$ cat config.mk
export PLATFORM = sky130hd
export DESIGN_NAME = prog_clock_divider
export DESIGN_NICKNAME = d
export VERILOG_FILES = /design/src/rtl/prog_clock_divider.sv
export SDC_FILE = /design/constraint.sdc
export NUM_CORES = 1
export LEC_CHECK = 0
export CORE_MARGIN = 2
export CORE_UTILIZATION = 54
export DETAILED_ROUTE_END_ITERATION = 16
export PLACE_DENSITY = 0.83
export SETUP_SLACK_MARGIN = 0.5
export SLEW_MARGIN = 20
export SYNTH_ARGS = -nofsm -noshare
export SYNTH_HDL_FRONTEND = slang
export SYNTH_SLANG_ARGS = --single-unit
$ cat constraint.sdc
create_clock -name clkIn -period 4.2 [get_ports clkIn]
set_input_delay 0.84 -clock clkIn [delete_from_list [all_inputs] [get_ports clkIn]]
set_output_delay 0.84 -clock clkIn [all_outputs]
set_load 0.02 [all_outputs]
$ cat src/rtl/prog_clock_divider.sv
// Programmable clock divider: square or single-pulse output, period-boundary divisor reloads, graceful stop.
// Optional PROG_CLOCK_DIVIDER_PERIOD_CNT_EN adds a periodCnt output counting output periods.
module prog_clock_divider #(
   parameter int   CNT_W    = 16,
   parameter int   DEF_DIV  = 4,
   parameter logic DEF_MODE = 1'b0
) (
   input  logic             clkIn,
   input  logic             rst,
   input  logic             en,
   input  logic [CNT_W-1:0] divIn,
   input  logic             modeIn,
   input  logic             divLoad,
   output logic             clkOut,
   output logic             tick,
   output logic             running,
   output logic             pending,
`ifdef PROG_CLOCK_DIVIDER_PERIOD_CNT_EN
   output logic [CNT_W-1:0] periodCnt,
`endif
   output logic             cfgErr
);

   localparam logic [1:0] IDLE = 2'd0;
   localparam logic [1:0] RUN  = 2'd1;
   localparam logic [1:0] STOP = 2'd2;

   logic [1:0]       state, nState;
   logic [CNT_W-1:0] cnt, nCnt;
   logic [CNT_W-1:0] divAct, nDivAct;
   logic             modeAct, nModeAct;
   logic [CNT_W-1:0] shadowDiv, nShadowDiv;
   logic             shadowMode, nShadowMode;
   logic             nPending, nCfgErr;
   logic             nClkOut, nTick;
   logic             atBoundary, loadOk, loadBad;

   // Next-state logic; outputs are computed from next-state values so they can be registered
   always_comb begin
      nState      = state;
      nCnt        = cnt;
      nDivAct     = divAct;
      nModeAct    = modeAct;
      nShadowDiv  = shadowDiv;
      nShadowMode = shadowMode;
      nPending    = pending;
      nCfgErr     = cfgErr;
      atBoundary  = (cnt >= (divAct - CNT_W'(1)));
      loadOk      = divLoad && (divIn >= CNT_W'(2));
      loadBad     = divLoad && (divIn < CNT_W'(2));

      case (state)
         RUN, STOP: begin
            if (atBoundary) begin
               nCnt = '0;
               if (pending) begin
                  nDivAct  = shadowDiv;
                  nModeAct = shadowMode;
                  nPending = 1'b0;
               end
            end else begin
               nCnt = cnt + CNT_W'(1);
            end
            if (state == RUN) begin
               if (!en) nState = STOP;
            end else if (en) begin
               nState = RUN;
            end else if (atBoundary) begin
               nState = IDLE;
            end
            // A load arriving in the boundary cycle itself waits for the following boundary
            if (loadOk) begin
               nShadowDiv  = divIn;
               nShadowMode = modeIn;
               nPending    = 1'b1;
            end
         end
         default: begin
            nCnt = '0;
            if (pending) begin
               nDivAct  = shadowDiv;
               nModeAct = shadowMode;
               nPending = 1'b0;
            end
            if (loadOk) begin
               nShadowDiv  = divIn;
               nShadowMode = modeIn;
               nDivAct     = divIn;
               nModeAct    = modeIn;
               nPending    = 1'b0;
            end
            if (en) nState = RUN;
         end
      endcase

      if (loadOk)  nCfgErr = 1'b0;
      if (loadBad) nCfgErr = 1'b1;

      nTick   = (nState != IDLE) && (nCnt == '0);
      nClkOut = (nState != IDLE) &&
                (nModeAct ? (nCnt == '0) : (nCnt < (nDivAct >> 1)));
   end

   // State and registered outputs, cleared asynchronously by reset
   always_ff @(posedge clkIn or negedge rst) begin
      if (!rst) begin
         state      <= IDLE;
         cnt        <= '0;
         divAct     <= CNT_W'(DEF_DIV);
         modeAct    <= DEF_MODE;
         shadowDiv  <= CNT_W'(DEF_DIV);
         shadowMode <= DEF_MODE;
         pending    <= 1'b0;
         cfgErr     <= 1'b0;
         clkOut     <= 1'b0;
         tick       <= 1'b0;
         running    <= 1'b0;
      end else begin
         state      <= nState;
         cnt        <= nCnt;
         divAct     <= nDivAct;
         modeAct    <= nModeAct;
         shadowDiv  <= nShadowDiv;
         shadowMode <= nShadowMode;
         pending    <= nPending;
         cfgErr     <= nCfgErr;
         clkOut     <= nClkOut;
         tick       <= nTick;
         running    <= (nState != IDLE);
      end
   end

`ifdef PROG_CLOCK_DIVIDER_PERIOD_CNT_EN
   // Counts output periods alongside tick; holds while idle
   always_ff @(posedge clkIn or negedge rst) begin
      if (!rst) begin
         periodCnt <= '0;
      end else if (nTick) begin
         periodCnt <= periodCnt + CNT_W'(1);
      end
   end
`endif

endmodule

======== After elaboration in Yosys (flattened, before gate mapping) ========
Index checks and enable logic that the tools add are counted.
word-level totals
  bits in writable memories ............... 0
  latch bits .............................. 0
  register bits after elaboration ......... 57
  word-level logic and storage cells ...... 52
  input port bits ......................... 21
  memories kept ........................... 0
  memory bits (read-only) ................. 0
operators by class
  magnitude comparators ................... 4
  div/mod/pow operators ................... 0
  muxes and demuxes ....................... 22
  reductions and logical operators ........ 8
  add/subtract/negate cells ............... 2
  shifts and indexed selects .............. 0
  equal/unequal tests ..................... 4
  multiply operators ...................... 0
  bitwise gates (word level) .............. 0
operator list
  cell                     count
  $mux W16                 6
  $add A16 B1 Y16 const B  1
  $ge A16 B16 Y1           1
  $ge A16 B2 Y1 const B    1
  $logic_not A16 Y1        1
  $lt A16 B15 Y1           1
  $lt A16 B2 Y1 const B    1
  $sub A16 B1 Y16 const B  1
  $mux W2                  6
  $mux W1                  10
  $logic_and A1 B1 Y1      4
  $reduce_bool A2 Y1       2
  $ne A3 B3 Y1 const B     1
  $eq A2 B1 Y1 const B     1
  $eq A2 B2 Y1 const B     1
  $ne A2 B2 Y1 const B     1
  $reduce_or A2 Y1         1

======== Depth between registers and ports, before layout ========
Gate-level depths: netlist (run 1).
  word-level depth ........................ 8
  mapped depth ............................ 21
  depth with buffers taken out ............ 20

======== Worst setup path after synthesis (run 1) ========
OpenSTA, ideal clock, no wires.
  path kind ............................... register to register
  start point ............................. register divAct[5]
  end point ............................... register clkOut
  data required time ...................... 4134 ps
  cell stages (with the launch flop) ...... 22
  setup time .............................. 66 ps
  arrival time ............................ 4597 ps
  buffers on the path ..................... 1
  path slack .............................. -463 ps
  cell sequence ........................... dfrtp_1 or4_1 nor4_2 nand2_1 nor3_1 xnor2_1 ha_1 nand4_1 nor2_2 nand2_1 a31oi_4 buf_6 mux2i_1 o21a_1 ha_1 a21o_1 a21oi_1 nor2_1 a2111oi_0 o31ai_1 nor4b_1 mux2_1
on the way
  longest elaborated chain between the ends .. 8
  elaborated cells between the ends (all ways) .. 19
  classes of those cells .................. add/sub (1); order compare (2); mux (13); reduce/logical (3)
ends and longest elaborated chain
  item                                                     RTL line  RTL
  from (decl)                                              30        logic [CNT_W-1:0] divAct, nDivAct;
  from (signal assigned)                                   109       divAct <= CNT_W'(DEF_DIV);
  from (signal assigned)                                   121       divAct <= nDivAct;
  branches (longest 7 deep; another with $sub A16 B1 Y16)  n/a
  $logic_and A1 B1 Y1 *                                    100       nClkOut = (nState != IDLE) &&
  net nClkOut                                              35        logic nClkOut, nTick;
  to (signal assigned)                                     127       clkOut <= nClkOut;
  to (decl)                                                14        output logic clkOut,
Mark *: on every way through the listed nets, which the timed path passes. The select of a mux whose other input is x is not followed.
A chain may end at the register's enable or synchronous reset.

======== Final worst setup path (run 1) ========
Same ends and word-level chain as after synthesis.

==> flow_metrics.py, run 1 <==
metrics = {
    "timing": {
        "min_period_ps": 4720,
        "finalSetupTns_ps": -524,
        "max_freq_ghz": 0.212,
        "worst_pin_slew_ps": 861,
        "max_slew_margin_pct": 42.6,
        "finalSetupViolations": 1,
        "min_period_over_period_pct": 112,
        "drv_slew": 0,
        "fin_skew_ps": 6.79,
        "hold_violations": 0,
        "rsz0062_at_grt": "yes",
        "fin_ws_ps": -524,
        "holdWs_ps": 475,
    },
    "placed_design": {
        "hpwlAfterDp_um": 8210,
        "dpl.cell_count": 612,
        "port_buffers": 25,
        "pre_cts_slack_ps": -672,
        "place_area_mm2": 0.00467,
        "gp_congestion": 0.917,
    },
    "layout": {
        "syn_to_final_growth_pct": 21.4,
        "nets": 579,
        "register_area_mm2": 0.00143,
        "fillers": 559,
        "multi_input_area_mm2": 0.00247,
        "instances_no_fill": 629,
        "drive_gt1_share_pct": 15.7,
        "diodes": 0,
        "post-route-util_pct": 67.6,
        "stdcell_area_mm2": 0.00490,
    },
    "global_routing": {
        "grt_max_degree": 42,
        "grt_pass1_vias": 3663,
        "grtUsageTotal_pct": 27.2,
        "gr-total-overflow": 0,
        "grt_pass1_wl_um": 17600,
        "antenna_found_initial": 0,
    },
    "pwr": {
        "power.density_mw_per_mm2": 639,
        "power.total_mw": 3.13,
        "ir_drop_uv": 399,
        "p_leak_nw": 2.29,
    },
    "yosys": {
        "yosys-top-cells-area": "dfrtp_1 34%, ha_1 10%, nand2_1 8.0%, mux2i_1 7.7%, xnor2_1 3.7%",
        "synth_fp_nets": 515,
        "synth_cell_types": 54,
        "syn_area_mm2": 0.00404,
        "ys_seq_elements": 57,
        "synthFlopType": "dfrtp_1",
        "syn_inst": 461,
        "async_flop_share_pct": 100,
        "yosys_warnings": 0,
        "seq_area_frac_synth_pct": 35.4,
        "synth_top_area_share_pct": 34.1,
        "yosysTopAreaCell": "dfrtp_1",
        "syn-mean-instance-area_um2": 8.76,
        "synth_edf_count": 0,
    },
    "clocking": {
        "clock-sinks": 57,
        "cts_buffers": 9,
        "clk_pin_slew_worst_paths_ps": 70,
        "clock_latency_ps": 340,
        "h-tree-depth": 3,
        "cts.path.max_buffers": 2,
        "cts_tree": "built",
        "cts_root_buf": "clkbuf_8",
    },
    "critical_path": {
        "critPathArrivalTime_ps": 5000,
        "critPathMaxFanout": 3,
        "cp_top_family": "simple AND/OR/NAND/NOR gates",
        "crit_chain": "or4_4 > nor2_1 > nand3_1 > nor4_2 > xnor2_1 > ha_1 > nand4_1 > nor2_2 > o311ai_4 > a31oi_4 > mux2i_1 > o21a_1 > ha_1 > a21o_1 > a21oi_1 > nor2_1 > a2111oi_2 > buf_4 > o31ai_1 > nor4b_1 > mux2_1",
        "worst_setup_path_start_kind": "flop",
        "criticalPathCategory": "flop to flop",
        "cp_slowest_cell": "or4_4",
        "endpoint_kind": "flop",
        "crit_required_ps": 4480,
        "worst_path_largest_cell_delay_ps": 570,
        "path_buf_inv": 1,
    },
    "route": {
        "wire_per_inst_um": 16.9,
        "vias_per_cell": 5.85,
        "ant_nets": 0,
        "drc": 0,
        "totalWireLength_um": 10600,
        "drtIter0Drc": 217,
        "num_vias": 3681,
        "drt_pass1_iterations": 4,
    },
    "floorplanning": {
        "initial_core_util_pct": 55.6,
        "coreArea_mm2": 0.00725,
        "die_y_um": 90.5,
        "dieWidth_um": 90.5,
        "ios": 26,
        "die_area_mm2": 0.00818,
        "fp-row-count": 31,
    },
    "run_status": {
        "outcome": "finished with violations",
        "violations": "setup timing",
    },
    "worst_hold_path": {
        "hp-class": "flop to flop",
    },
    "job": {
        "cap_viol_max_count": 0,
    },
}
[Yosys cell counts (all sizes together) (2+ instances only)]
master	count
xor2	11
nand3	16
a22oi	2
o21a	14
nand2b	5
mux2i	31
inv	25
clkbuf	9
nand2	86
dfstp	2
a21oi	15
nor4	9
and2	3
nand4b	2
ha	33
nor2b	3
dfrtp	55
xnor2	17
nand4	10
or4	3
a21o	2
a31oi	6
nor3	5
o21ai	29
nor4b	2
buf	8
a2111oi	2
nor2	36
mux2	3
and3	5
[tightest hold or removal path, delay by kind of cell, from the launching register on]
kind | cells | cell delay [ps]
flops | 1 | 340
simple gates | 2 | 100
[metal layers]
layer	part of all wire (%)	wire length (um)	global-route usage, %
met3	5.5	584	7.51
met2	51	5440	47.3
met1	41	4300	32.2
met5	0	0	0
met4	2.8	296	10.0
[power by group]
part           switching (mW)  total [mW]  internal (mW)
clock network           0.228       0.513          0.285
logic                    1.04        1.83          0.790
registers               0.103       0.792          0.690
[what timing repair did]
action	in CTS	in global routing
pin swaps	1	0
gates resized for setup	5	4
setup endpoints to repair	1	7
hold buffers	0	0
setup buffers	0	1
[path summary, 6_finish.rpt]
check                                  end  slack, ps  cells after the start        from
worst min-delay path            shadowMode        470                      2  shadowMode
min in group asynchronous          cnt[13]        600                      1         rst
worst max register to register      clkOut       -520                     21   divAct[5]
worst max-delay path                clkOut       -520                     21   divAct[5]
worst min register to register  shadowMode        470                      2  shadowMode
max in group asynchronous        divAct[2]       2720                      2         rst
[cell families after synthesis]
family | share of synthesized area [%]
multiplexers | 8.62
AO/OA/AOI/OAI | 13.3
AND/OR/NAND/NOR | 22.0
buffers and inverters | 4.43
adder cells (fa/ha/maj) | 10.2
flip-flops | 35.4
XOR/XNOR | 6.08
[registers in the layout, indices dropped and copies added, names as in the netlist]
register	cells
cnt	16
state	2
modeAct	1
running	1
clkOut	1
shadowDiv	16
cfgErr	1
pending	1
tick	1
divAct	16
shadowMode	1
[cells in the final DEF (no fill, tap or decap), drive strengths merged, types with 2 or more instances in the layout]
cell type      count
a2111oi            2
a21o               2
a21oi             15
a22oi              2
a31oi              6
and2               3
and3               5
buf               46
clkbuf            10
clkdlybuf4s50     24
clkinv             4
dfrtp             55
dfstp              2
ha                33
inv               25
mux2               3
mux2i             31
nand2             86
nand2b             5
nand3             16
nand4             10
nand4b             2
nor2              36
nor2b              3
nor3               5
nor4               9
nor4b              2
o21a              14
o21ai             29
or4                3
xnor2             17
xor2              11
[final cells by class]
type	count	area share, %
flip-flops and latches	57	29.2
multi-input cells	362	50.4
inverters	25	1.91
repair buffers	70	12.0
clock buffers	10	2.81
well taps	99	2.53
clock inverters	6	1.17
Power figures use the tool's default switching activity.
==> run 2, diff against run 1 <==
--- a/config.mk
+++ b/config.mk
@@ -10,6 +10,7 @@
 export DETAILED_ROUTE_END_ITERATION = 16
 export PLACE_DENSITY = 0.83
 export SETUP_SLACK_MARGIN = 0.5
+export SKIP_CTS_REPAIR_TIMING = 1
 export SLEW_MARGIN = 20
 export SYNTH_ARGS = -nofsm -noshare
 export SYNTH_HDL_FRONTEND = slang
==> constraint.sdc (replaced) <==
create_clock -name clkIn -period 3.8 [get_ports clkIn]
set_input_delay 0.76 -clock clkIn [delete_from_list [all_inputs] [get_ports clkIn]]
set_output_delay 0.76 -clock clkIn [all_outputs]
set_load 0.02 [all_outputs]
==> run 2 against run 1 <==
  * The flow still finishes with violations (setup timing)
  * Die area unchanged
  * Critical path type unchanged
  * Final area is 6.4% higher
  * Final cell count increased by 2.9%
==> flow_metrics.py, run 2 (synthesis results as in run 1) <==
metrics = {
    "route": {
        "drtIter0Drc": 237,
        "drc": 0,
        "totalWireLength_um": 11400,
        "ant_nets": 0,
        "drt_pass1_iterations": 5,
        "wire_per_inst_um": 17.6,
        "num_vias": 3809,
        "vias_per_cell": 5.89,
    },
    "layout": {
        "diodes": 0,
        "final_common_cell": "nand2_1",
        "layout_common_cells": "84 x nand2_1, 56 x buf_4, 55 x dfrtp_1, 32 x ha_1, 28 x mux2i_1",
        "fillers": 517,
        "stdcell_area_mm2": 0.00522,
        "nets": 597,
        "syn_to_final_growth_pct": 29.2,
        "drive_gt1_share_pct": 22.3,
        "post-route-util_pct": 71.9,
        "reg_top3": "cnt x16, divAct x16, shadowDiv x16",
    },
    "timing": {
        "holdWs_ps": 478,
        "worst_pin_slew_ps": 849,
        "min_period_over_period_pct": 128,
        "rsz0062_at_grt": "yes",
        "drv_slew": 0,
        "max_slew_margin_pct": 43.4,
        "finalSetupViolations": 1,
        "hold_violations": 0,
        "finalSetupTns_ps": -1080,
        "max_freq_ghz": 0.205,
        "fin_ws_ps": -1080,
        "min_period_ps": 4880,
        "fin_skew_ps": 9.96,
    },
    "run_status": {
        "outcome": "finished with violations",
        "violations": "setup timing",
    },
    "pwr": {
        "ir_drop_uv": 416,
        "p_switching_mw": 1.64,
        "p_leak_nw": 2.39,
        "power_frac_clock_pct": 15.8,
        "power.total_mw": 3.67,
        "p_comb_share_pct": 60.5,
        "power.density_mw_per_mm2": 704,
        "internal-power_mw": 2.03,
        "p_seq_share_pct": 23.7,
        "power_switching_share_pct": 44.6,
    },
    "global_routing": {
        "grt_pass1_vias": 3719,
        "grt_pass1_wl_um": 17500,
        "grt_max_degree": 42,
        "gr-total-overflow": 0,
        "grtUsageTotal_pct": 26.7,
        "antenna_found_initial": 0,
    },
    "critical_path": {
        "r2r-start": "divAct[5]",
        "cp_slowest_cell": "or4_4",
        "critPathMaxFanout": 6,
        "reg2reg_slack_ps": -1080,
        "ff2ff_path_depth": 20,
        "worst_setup_path_start_kind": "flop",
        "worst_path_largest_cell_delay_ps": 580,
        "endpoint_kind": "flop",
        "critPathArrivalTime_ps": 5120,
        "cp.depth": 20,
        "path_buf_inv": 2,
        "cp_top_family": "simple AND/OR/NAND/NOR gates",
        "crit_required_ps": 4040,
        "crit_chain": "or4_4 > nor2_4 > nand3_4 > nor4_4 > xnor2_1 > ha_1 > nand4_1 > nor2_4 > o311ai_4 > a31oi_4 > buf_6 > buf_8 > mux2i_2 > o21a_1 > ha_1 > nand4_1 > nor4_1 > o2111a_1 > nor4b_1 > mux2_1",
        "r2r-end": "clkOut",
        "criticalPathCategory": "flop to flop",
    },
    "placed_design": {
        "hpwlAfterDp_um": 7960,
        "gp_congestion": 0.931,
        "place_area_mm2": 0.00478,
        "port_buffers": 25,
    },
    "floorplanning": {
        "ios": 26,
        "die_y_um": 90.5,
        "initial_core_util_pct": 55.6,
        "fp-row-count": 31,
        "dieWidth_um": 90.5,
        "coreArea_mm2": 0.00725,
        "die_area_mm2": 0.00818,
    },
    "clocking": {
        "clk_pin_slew_worst_paths_ps": 70,
        "clock_latency_ps": 350,
        "cts_root_buf": "clkbuf_8",
        "cts_tree": "built",
        "clock-sinks": 57,
        "cts_buffers": 9,
        "h-tree-depth": 3,
        "cts.path.max_buffers": 2,
    },
    "job": {
        "cap_viol_max_count": 0,
    },
    "worst_hold_path": {
        "hp-start": "shadowMode",
        "hp-class": "flop to flop",
        "hold_depth": 2,
        "min_to": "shadowMode",
    },
}
[run 2: through the flow]
stage | setup slack, ps | cells
floorplan | -643 | 461
global placement | -971 | 626
detailed placement | -1010 | 626
CTS | -1030 | 642
global route | -1350 | 647
finish | -1080 | 647
[run 2: cell type report]
type	count	area (um2)	area share, %
multi-input combinational	362	2620	50.3
sequential	57	1430	27.4
timing repair buffer	88	748	14.3
clock buffer	11	141	2.71
tap	99	124	2.38
inverter	25	93.8	1.80
clock inverter	5	55.1	1.06
[run 2: worst register-to-register path, stage by stage (launching register included)]
cell,delay [ps]
dfrtp_1,370
or4_4,580
nor2_4,140
nand3_4,110
nor4_4,310
xnor2_1,100
ha_1,310
nand4_1,180
nor2_4,210
o311ai_4,140
a31oi_4,270
buf_6,160
buf_8,130
mux2i_2,80
o21a_1,190
ha_1,310
nand4_1,140
nor4_1,410
o2111a_1,280
nor4b_1,60
mux2_1,280
[run 2: worst max path at each step]
stage                     startpoint  endpoint
after detailed placement   divAct[5]    clkOut
final                      divAct[5]    clkOut
after CTS                  divAct[5]    clkOut
after global placement     divAct[5]    clkOut
after global routing       divAct[5]    clkOut
after floorplan            divAct[5]    clkOut
[run 2: metal layers]
metal | track usage (%) | wire length, um | vias to the layer above
met1 | 33.0 | 4630 | 1864
li1 | - | - | 1776
met3 | 5.76 | 589 | 24
met5 | 0 | 0 | -
met2 | 46.4 | 5900 | 145
met4 | 8.85 | 281 | 0
[run 2: power by group through the flow]
stage / Sequential, mW / Combinational, mW / Clock, mW
global route: 0.884 / 2.40 / 0.618
finish: 0.869 / 2.22 / 0.580
floorplan: 0.915 / 1.23 / 0
detailed placement: 0.876 / 1.95 / 0
global placement: 0.870 / 1.86 / 0
CTS: 0.866 / 1.98 / 0.584
